--- src/rtl/core_test_monitor.sv ---
// core_test_monitor: run monitor with pc/inst trace buffer, cycle watchdog and sticky pass/fail/timeout verdict
module core_test_monitor #(
  parameter int XLEN        = 32,
  parameter int GP_W        = 3,
  parameter int PASS_GP     = 1,
  parameter int TRACE_DEPTH = 16,
  parameter int SAMPLE_DIV  = 5,
  parameter int TIMEOUT     = 4096,
  parameter int CNT_W       = 32,
  localparam int AW = $clog2(TRACE_DEPTH),
  localparam int DW = $clog2(SAMPLE_DIV + 1)
) (
  input  logic            clk,
  input  logic            rst,
  input  logic            start,
  input  logic [XLEN-1:0] pc,
  input  logic [XLEN-1:0] inst,
  input  logic            exit,
  input  logic [GP_W-1:0] gp,
  input  logic [AW-1:0]   rd_idx,
  output logic [XLEN-1:0] rd_pc,
  output logic [XLEN-1:0] rd_inst,
  output logic [AW:0]     trace_count,
  output logic [CNT_W-1:0] cycle_cnt,
  output logic [CNT_W-1:0] sample_cnt,
  output logic [1:0]      status,
  output logic            done,
  output logic [GP_W-1:0] gp_final
);
  typedef enum logic [1:0] {S_IDLE, S_RUN, S_DONE} state_t;
  state_t state_q, state_d;
  logic [CNT_W-1:0] cycle_q, cycle_d, sample_q, sample_d;
  logic [DW-1:0] div_q, div_d;
  logic [AW-1:0] wr_ptr_q, wr_ptr_d, rd_addr;
  logic [AW:0] count_q, count_d;
  logic [1:0] status_q, status_d;
  logic done_q, done_d, we;
  logic [GP_W-1:0] gp_final_q, gp_final_d;
  logic [2*XLEN-1:0] mem_q [TRACE_DEPTH];
  logic [2*XLEN-1:0] rd_q;
  // Index 0 is the newest entry, so read backwards from the last write position
  assign rd_addr = wr_ptr_q - AW'(1) - rd_idx;
  // Next-state: counting, sampling and verdict all resolve on the same RUN edge
  always_comb begin
    state_d = state_q;
    cycle_d = cycle_q;
    sample_d = sample_q;
    div_d = div_q;
    wr_ptr_d = wr_ptr_q;
    count_d = count_q;
    status_d = status_q;
    done_d = done_q;
    gp_final_d = gp_final_q;
    we = 1'b0;
    if (state_q == S_IDLE && start) state_d = S_RUN;
    if (state_q == S_RUN) begin
      cycle_d = cycle_q + CNT_W'(1);
      we = div_q == DW'(SAMPLE_DIV - 1);
      div_d = we ? '0 : div_q + DW'(1);
      wr_ptr_d = we ? wr_ptr_q + AW'(1) : wr_ptr_q;
      count_d = (we && count_q != (AW+1)'(TRACE_DEPTH)) ? count_q + (AW+1)'(1) : count_q;
      sample_d = we ? sample_q + CNT_W'(1) : sample_q;
      if (exit || cycle_q == CNT_W'(TIMEOUT - 1)) begin
        status_d = !exit ? 2'd3 : (gp == GP_W'(PASS_GP)) ? 2'd1 : 2'd2;
        gp_final_d = gp;
        done_d = 1'b1;
        state_d = S_DONE;
      end
    end
  end
  // Control and counter registers
  always_ff @(posedge clk) begin
    if (rst) begin
      state_q <= S_IDLE;
      cycle_q <= '0;
      sample_q <= '0;
      div_q <= '0;
      wr_ptr_q <= '0;
      count_q <= '0;
      status_q <= '0;
      done_q <= 1'b0;
      gp_final_q <= '0;
    end else begin
      state_q <= state_d;
      cycle_q <= cycle_d;
      sample_q <= sample_d;
      div_q <= div_d;
      wr_ptr_q <= wr_ptr_d;
      count_q <= count_d;
      status_q <= status_d;
      done_q <= done_d;
      gp_final_q <= gp_final_d;
    end
  end
  // Trace storage has no reset; stale entries are masked by trace_count
  always_ff @(posedge clk) begin
    if (we && !rst) mem_q[wr_ptr_q] <= {pc, inst};
  end
  // Registered trace read port
  always_ff @(posedge clk) begin
    if (rst) rd_q <= '0;
    else rd_q <= mem_q[rd_addr];
  end
  assign {rd_pc, rd_inst} = rd_q;
  assign trace_count = count_q;
  assign cycle_cnt = cycle_q;
  assign sample_cnt = sample_q;
  assign status = status_q;
  assign done = done_q;
  assign gp_final = gp_final_q;
endmodule
--- config.mk ---
export PLATFORM = sky130hd
export DESIGN_NAME = core_test_monitor
export DESIGN_NICKNAME = d
export VERILOG_FILES = /design/src/rtl/core_test_monitor.sv
export SDC_FILE = /design/constraint.sdc
export NUM_CORES = 1
export LEC_CHECK = 0
export CORE_ASPECT_RATIO = 1.25
export CORE_MARGIN = 2
export CORE_UTILIZATION = 55
export DETAILED_ROUTE_END_ITERATION = 12
export DONT_BUFFER_PORTS = 1
export HOLD_SLACK_MARGIN = 0.06
export PLACE_DENSITY = 0.8
export SLEW_MARGIN = 15
export SYNTH_ARGS = -nofsm -noshare
export SYNTH_HDL_FRONTEND = slang
export SYNTH_SLANG_ARGS = --single-unit
--- constraint.sdc ---
create_clock -name clk -period 3.1 [get_ports clk]
set_clock_uncertainty 0.05 [all_clocks]
set_input_delay 0.465 -clock clk [delete_from_list [all_inputs] [get_ports clk]]
set_output_delay 0.465 -clock clk [all_outputs]
set_load 0.05 [all_outputs]
---- Word-level counts from Yosys, hierarchy flattened ----
Memories as Yosys holds them, arrays and structs flattened. A register that Yosys moved wholly into a read port is not among the register bits.
Cells that the tools add are included.
cells by class
  equality and inequality tests ........... 5
  reduce and logical (&&, ||, !) cells .... 9
  add/sub/neg operators ................... 7
  mux-type cells .......................... 9
operator list
  cell                                                                 count
  32-bit by 1-bit adder with 32-bit output (second input constant)     2
  32-bit by 12-bit == test with 1-bit output (second input constant)   1
  2-bit two-way mux                                                    5
  2-bit AND reduction                                                  3
  5-bit by 1-bit adder with 5-bit output (second input constant)       1
  5-bit != test (second input constant)                                1
  4-bit by 1-bit adder with 4-bit output (second input constant)       1
  4-bit by 1-bit subtractor with 4-bit output (second input constant)  1
  4-bit subtractor                                                     1
  3-bit by 1-bit adder with 3-bit output (second input constant)       1
  3-bit by 1-bit == test with 1-bit output (second input constant)     1
  3-bit == test (second input constant)                                1
  1-bit logical AND                                                    3
  1-bit two-way mux                                                    3
  3-bit two-way mux                                                    1
  2-bit by 1-bit == test with 1-bit output (second input constant)     1
  2-bit zero test                                                      1
  1-bit zero test                                                      1
  1-bit logical OR                                                     1
word-level totals
  memories kept ........................... 1
  bits in registers ....................... 84
  logic and storage cells ................. 40
  memory bits (writable) .................. 1024
memory list
  name   depth  width  read ports  clocked after Yosys merged registers in  write ports  RTL line  text
  mem_q  16     64     1           1                                        1            39        logic [2*XLEN-1:0] mem_q [TRACE_DEPTH];

---- Longest topological paths before layout ----
Gate-level depths: netlist of the first run.
  depth in word-level cells ............... 5
  gate-level depth with buffers ........... 9
  gate-level depth less buffers ........... 7

---- Worst setup path after synthesis of the first run ----
Ideal clock, no wire load.
  path kind ............................... reg-to-reg
  from .................................... register div_q[0]
  to ...................................... memory mem_q[12][0] in the netlist's numbering (enable)
  path buffers ............................ 2
  data required time ...................... 2.621 ns
  stages on the path, launching flop included .. 8
  slack ................................... -0.236 ns
  arrival time ............................ 2.857 ns
  library setup time ...................... 0.429 ns
  cell sequence ........................... dfxtp_1 > inv_1 > ha_1 > and4b_1 > buf_6 > clkbuf_1 > and4b_1 > and2_1
on the way
  word-level cells in the longest chain between the ends .. 5
ends and longest elaborated chain
  item                                     RTL line  text
  from (decl)                              33        logic [DW-1:0] div_q, div_d;
  from (signal assigned)                   87        div_q <= div_d;
  3-bit == test                            58        we = div_q == DW'(SAMPLE_DIV - 1);
  1-bit two-way mux                        56        if (state_q == S_RUN) begin
  1-bit logical AND                        97        if (we && !rst) mem_q[wr_ptr_q] <= {pc, inst};
  1-bit two-way mux                        97
  1-bit two-way mux (implied by the code)  97
  to (decl)                                39
No other way between the ends.

---- Final worst setup path of the first run ----
  from .................................... register wr_ptr_q[0]
  to ...................................... register rd_q[20], read port of mem_q
on the way
  word-level cells in the longest chain between the ends .. 2
ends and longest elaborated chain
  item                                         RTL line  text
  from (decl)                                  34        logic [AW-1:0] wr_ptr_q, wr_ptr_d, rd_addr;
  from (signal assigned)                       88        wr_ptr_q <= wr_ptr_d;
  4-bit by 1-bit subtractor with 4-bit output  42        assign rd_addr = wr_ptr_q - AW'(1) - rd_idx;
  4-bit subtractor                             42
  to (decl)                                    40        logic [2*XLEN-1:0] rd_q;
No other way between the ends.
A chain may end at the register's enable or synchronous reset.

==> flow_summary.ini, run 1 <==
[synth]
ys_types = 56
ys_seq_area_share_pct = 76.03
synth_edf_count = 1024
synthCells = 2156
synth_area_leaders = edfxtp_1, mux4_2, dfxtp_1
syn_nets = 2245
ys.flop_type = edfxtp_1
netlist_area_sq_um = 44340
ys_warn_count = 0
ys_async_sr_fraction_pct = 0
ys_seq_elements = 1172
synth_area_leader_cell = edfxtp_1
synth_top_cell_area_share_pct = 69.35
syn_area_per_cell_sq_um = 20.57

[setup_path]
cp_max_fo = 37
cp_num_buf_inv = 3
path_cells = ha_4, inv_1, fa_4, buf_12, buf_4, mux4_2, mux2i_1, o22ai_1
critPathKind = flip-flop to flip-flop
cp_slowest_stage_delay_ns = 0.85
arrival_ns = 3.41
startpoint_type = flip-flop
crit_slowest_cell = fa_4
critPathTopFamily = adder cells
cp-end-kind = flip-flop
required_ns = 3.59

[finish]
drive_above_1_share_pct = 24.12
fin_nets = 2417
syn2layout_area_growth_pct = 15.28
fillers = 5003

[floorplan]
pin_count = 214
die_h_um = 321.4
initial_core_util_pct = 55.44
die-area_sq_um = 82920
core_sq_um = 79970
row_count = 116
die_w_um = 258.0

[sta]
worst_pin_slew_ns = 0.7475
layout_setup_ws_ns = 0.1824
relSlewSlack_pct = 50.10
rsz0062_at_grt = no
maxSlewViolCount = 0
hold_violations = 0
fmax_mhz = 342.8
finalCriticalPeriod_ns = 2.918
setup_viol = 0
fin_crit_sh_pct = 94.12

[cts]
cts_buffer_depth = 3
cts_hold_buf = 71
cts_inserted_buffers = 107
clock_latency_ns = 0.67
cts_setup_buffers = 0
clock_tree.root_cell = clkbuf_16
h-tree-depth = 3
cts_sinks = 1172
clk_pin_slew_ns = 0.07
cts_tree = built
post_cts_resized = 0

[outcome]
status = finished, final reports clean

[route]
wirelength_um = 99460
vias = 22120
route.detailed.drc = 0
viasPerCell = 6.337
drtAntennaViolNets = 0
wl_per_cell_um = 28.50
drt_first_pass_iters = 6
drt_iter0_drc = 2477

[power]
p_leak_nw = 16.59
finalPower_mw = 32.58
p_per_area_nw_per_um2 = 637.3
irDropWorstVdd_mv = 0.4357

[grt]
grt_start_max_net_pins = 104
grt-ovfl-total = 0
antenna_found_initial = 12
grt_pass1_wl_um = 147900
first_global_vias = 22820
grtUsageTotal_pct = 24.22

[placement]
dp_hpwl_um = 51600
numPortBuffers = 0
pre_cts_slack_ns = 0.2029
gp_congestion = 0.8712

[run]
maxCapViolations = 0

[min_path]
worstHoldPathType = input port to flip-flop
[per-layer routing]
layer / vias up / global-route usage (%) / wire (um)
met4: 8 / 8.696 / 2961
met2: 1156 / 41.16 / 51100
met1: 11520 / 31.63 / 36510
li1: 9233 / - / -
met3: 195 / 4.342 / 8840
met5: - / 0 / 48
[worst reg2reg max path, stage by stage, from the launching register on]
cell and delay, ns:
dfxtp_1 0.48, ha_4 0.18, inv_1 0.05, fa_4 0.85
buf_12 0.28, buf_4 0.29, mux4_2 0.32, mux2i_1 0.19
o22ai_1 0.11
[layout make-up]
class	count	area, sq um	area share, %
antenna	7	17.52	0.03427
clock buffer	135	2865	5.605
clock inverter	67	837.1	1.638
inverter	21	78.83	0.1542
multi-input combinational	852	10150	19.85
sequential	1172	33710	65.95
tap	1062	1329	2.600
timing repair buffer	174	2127	4.161
[Yosys cell counts, drive strengths merged, types with 21 or more instances]
cell and number:
nor2 54, clkbuf 63, mux4 256, a21oi 38, dfxtp 148, o22ai 65, mux2i 133, nand4 21
edfxtp 1024, inv 21, nand3 23, buf 47, nand2 40
[metrics by stage]
step           hold slack (ns)  util [%]  TNS (ns)  instance area (sq um)  instances
6_report                0.1103     63.92         0                  51120       3490
5_1_grt                 0.1449     63.91         0                  51110       3488
4_1_cts                0.06259     63.89         0                  51100       3483
3_5_place_dp            0.4223     58.35         0                  46670       3210
3_3_place_gp            0.4145     58.35         0                  46670       3210
2_1_floorplan           0.4030         -    -33.78                  44360       2156
[cells by family after synthesis]
logic type | Yosys count | share of synthesized area, %
flops | 1172 | 76.03
mux | 408 | 16.49
simple gates | 262 | 3.316
compound gates | 139 | 1.865
buf+inv | 132 | 1.312
xor+xnor | 29 | 0.5729
fa+ha+maj | 14 | 0.4120
[layout by cell type (no fill, tap or decap), types with 18 or more instances in the layout]
cell type	count
mux2i_1	131
dlygate4sd3_1	70
a21oi_1	38
clkbuf_16	109
mux4_2	256
clkbuf_1	22
clkinv_2	20
dfxtp_1	148
buf_12	50
nor2_1	54
edfxtp_1	1024
inv_1	21
nand3_1	23
o21ai_0	18
o22ai_1	65
mux2_2	19
nand2_1	40
buf_4	53
nand4_1	18
[registers in the layout (all words and copies together) (netlist names)]
name	flops
gp_final	3
cycle_cnt	32
sample_cnt	32
div_q	3
done	1
mem_q	1024
state_q	2
wr_ptr_q	4
trace_count	5
rd_q	64
status	2
[path summary, 6_finish.rpt]
path,from,endpoint,slack [ns],depth (start not counted)
hold / removal,exit,state_q[0],0.11,3
setup / recovery,wr_ptr_q[0],rd_q[20],0.18,8
hold reg to reg,div_q[1],div_q[1],0.44,2
setup reg to reg,wr_ptr_q[0],rd_q[20],0.18,8
[report_power, final]
group | internal (mW) | switching (mW)
logic | 0.568 | 0.677
registers | 17.2 | 0.345
clock network | 8.02 | 5.76
Power figures use the tool's default switching activity.
==> run 2, diff against run 1 <==
--- a/config.mk
+++ b/config.mk
@@ -5,13 +5,14 @@
 export SDC_FILE = /design/constraint.sdc
 export NUM_CORES = 1
 export LEC_CHECK = 0
+export ABC_CLOCK_PERIOD_IN_PS = 3100
 export CORE_ASPECT_RATIO = 1.25
 export CORE_MARGIN = 2
-export CORE_UTILIZATION = 55
+export CORE_UTILIZATION = 35
 export DETAILED_ROUTE_END_ITERATION = 12
 export DONT_BUFFER_PORTS = 1
 export HOLD_SLACK_MARGIN = 0.06
-export PLACE_DENSITY = 0.8
+export PLACE_DENSITY = 0.58
 export SLEW_MARGIN = 15
 export SYNTH_ARGS = -nofsm -noshare
 export SYNTH_HDL_FRONTEND = slang
==> run 2 against run 1 <==
  * Count of clock-buffer cells in the layout grew 15
  * Sequential cell count is the same
  * Hold slack gained 0.11 ns
  * Die area grew 56%
  * Sequential power is essentially flat
  * Worst setup slack gained 0.14 ns
  * Combinational power is essentially flat
  * Total power grew 2.4%
  * Global-route usage shrank 7.8 points
  * Sequential share of layout area shrank 2.0 points
  * Core utilization shrank 22 points
  * Critical path depth is the same
  * Critical path type unchanged
  * Critical endpoint is now rd_q[28]
==> flow_summary.ini, run 2 (same netlist as run 1, synthesis figures left out) <==
[outcome]
status = finished, final reports clean

[sta]
fin_crit_sh_pct = 89.49
finalCriticalPeriod_ns = 2.774
fmax_mhz = 360.5
setup_viol = 0
layout_setup_ws_ns = 0.3259
relSlewSlack_pct = 52.48
hold_violations = 0
worst_pin_slew_ns = 0.7118
rsz0062_at_grt = no
maxSlewViolCount = 0

[grt]
grtUsageTotal_pct = 16.39
grt_pass1_wl_um = 154000
antenna_found_initial = 15
grt_start_max_net_pins = 104
first_global_vias = 22790
grt-ovfl-total = 0

[power]
power.share.clock_pct = 43.6
irDropWorstVdd_mv = 0.4306
finalPower_mw = 33.34
switchingPower_mw = 7.114
p_per_area_nw_per_um2 = 632.8
power_frac_comb_pct = 3.8
p_int_mw = 26.23
p_leak_nw = 16.93
swShare_pct = 21.33
seq_power_share_pct = 52.6

[setup_path]
critPathKind = flip-flop to flip-flop
startpoint_type = flip-flop
required_ns = 3.61
reg2reg_from = wr_ptr_q[0]
cp-end-kind = flip-flop
arrival_ns = 3.29
cp_max_fo = 21
crit_start = wr_ptr_q[0]

[cts]
cts_buffer_depth = 3
cts_setup_buffers = 0
cts_sinks = 1172
clk_pin_slew_ns = 0.07
clock_tree.root_cell = clkbuf_16
cts_inserted_buffers = 116
cts_tree = built
h-tree-depth = 3
post_cts_resized = 0
clock_latency_ns = 0.75

[placement]
pre_cts_slack_ns = 0.07549
numPortBuffers = 0
gp_congestion = 0.7348
dp_hpwl_um = 59390

[route]
vias = 21390
drt_first_pass_iters = 5
wl_per_cell_um = 25.43
drtAntennaViolNets = 0
viasPerCell = 5.131
wirelength_um = 106000
drt_iter0_drc = 1667
route.detailed.drc = 0

[floorplan]
pin_count = 214
row_count = 146
die_w_um = 322.4
die_h_um = 401.9
core_sq_um = 126200
die-area_sq_um = 129600
initial_core_util_pct = 35.13

[finish]
final_cell_mix = edfxtp_1, mux4_2, dfxtp_1
fin_nets = 2451
largest_register_ffs = 1024
fillers = 10930
syn2layout_area_growth_pct = 18.84
utilization_pct = 41.74
regMostFlops = mem_q
top_regs = mem_q (1024), rd_q (64)
drive_above_1_share_pct = 25.11
final_common_cell = edfxtp_1

[min_path]
worstHoldPathType = input port to flip-flop
hold_start = gp[2]

[run]
maxCapViolations = 0
==> run 2: cell type report <==
cell class / count / area (sq um) / share of cell area (%)
sequential: 1172 / 33710 / 63.98
inverter: 21 / 78.83 / 0.1496
clock buffer: 150 / 3173 / 6.022
timing repair buffer: 199 / 2608 / 4.949
antenna: 2 / 5.005 / 0.009498
multi-input combinational: 852 / 10150 / 19.26
tap: 1702 / 2130 / 4.042
clock inverter: 71 / 837.1 / 1.589
==> run 2: metrics by stage <==
stage / cell area (sq um) / hold slack, ns / setup TNS (ns) / instances
6_report: 52690 / 0.2168 / 0 / 4169
5_1_grt: 52690 / 0.2472 / 0 / 4168
3_5_place_dp: 47930 / 0.4313 / 0 / 3873
4_1_cts: 52690 / 0.1467 / 0 / 4167
3_3_place_gp: 47930 / 0.4087 / 0 / 3873
2_1_floorplan: 44360 / 0.4030 / -33.78 / 2156
==> run 2: final timing paths <==
| path | end | slack [ns] | depth (start not counted) |
|---|---|---|---|
| worst max register to register | rd_q[28] | 0.33 | 8 |
| worst min-delay path | status[1] | 0.22 | 4 |
| worst max-delay path | rd_q[28] | 0.33 | 8 |
| worst min register to register | div_q[1] | 0.43 | 2 |
==> run 2: timing repair <==
| item | 4_1_cts | 5_1_grt |
|---|---|---|
| hold buffers | 73 | 0 |
| endpoints found under the hold margin | 1108 | 0 |
| endpoints found under the setup margin | 0 | 0 |
==> run 2: critical path, cell delays in order (launching register included) <==
cell     delay [ns]
dfxtp_1        0.46
ha_4           0.18
inv_1          0.05
fa_4           0.83
buf_12         0.22
buf_12         0.20
mux4_2         0.30
mux2i_1        0.17
o22ai_1        0.16
==> run 2: power by group through the flow <==
stage	logic (mW)	clock network (mW)	registers [mW]
after floorplan	0.737	0	17.8
after global placement	0.999	0	17.9
after detailed placement	1.01	0	17.9
after CTS	1.28	14.9	17.6
after global routing	1.37	15.5	17.5
final	1.26	14.5	17.5
==> run 2: routing by layer <==
layer,up-vias,track usage (%),share of wire (%)
met4,24,5.460,2.3
met5,-,0,0.14
met2,538,28.92,52
met3,154,3.246,5.2
met1,11370,19.99,40
li1,9303,-,-
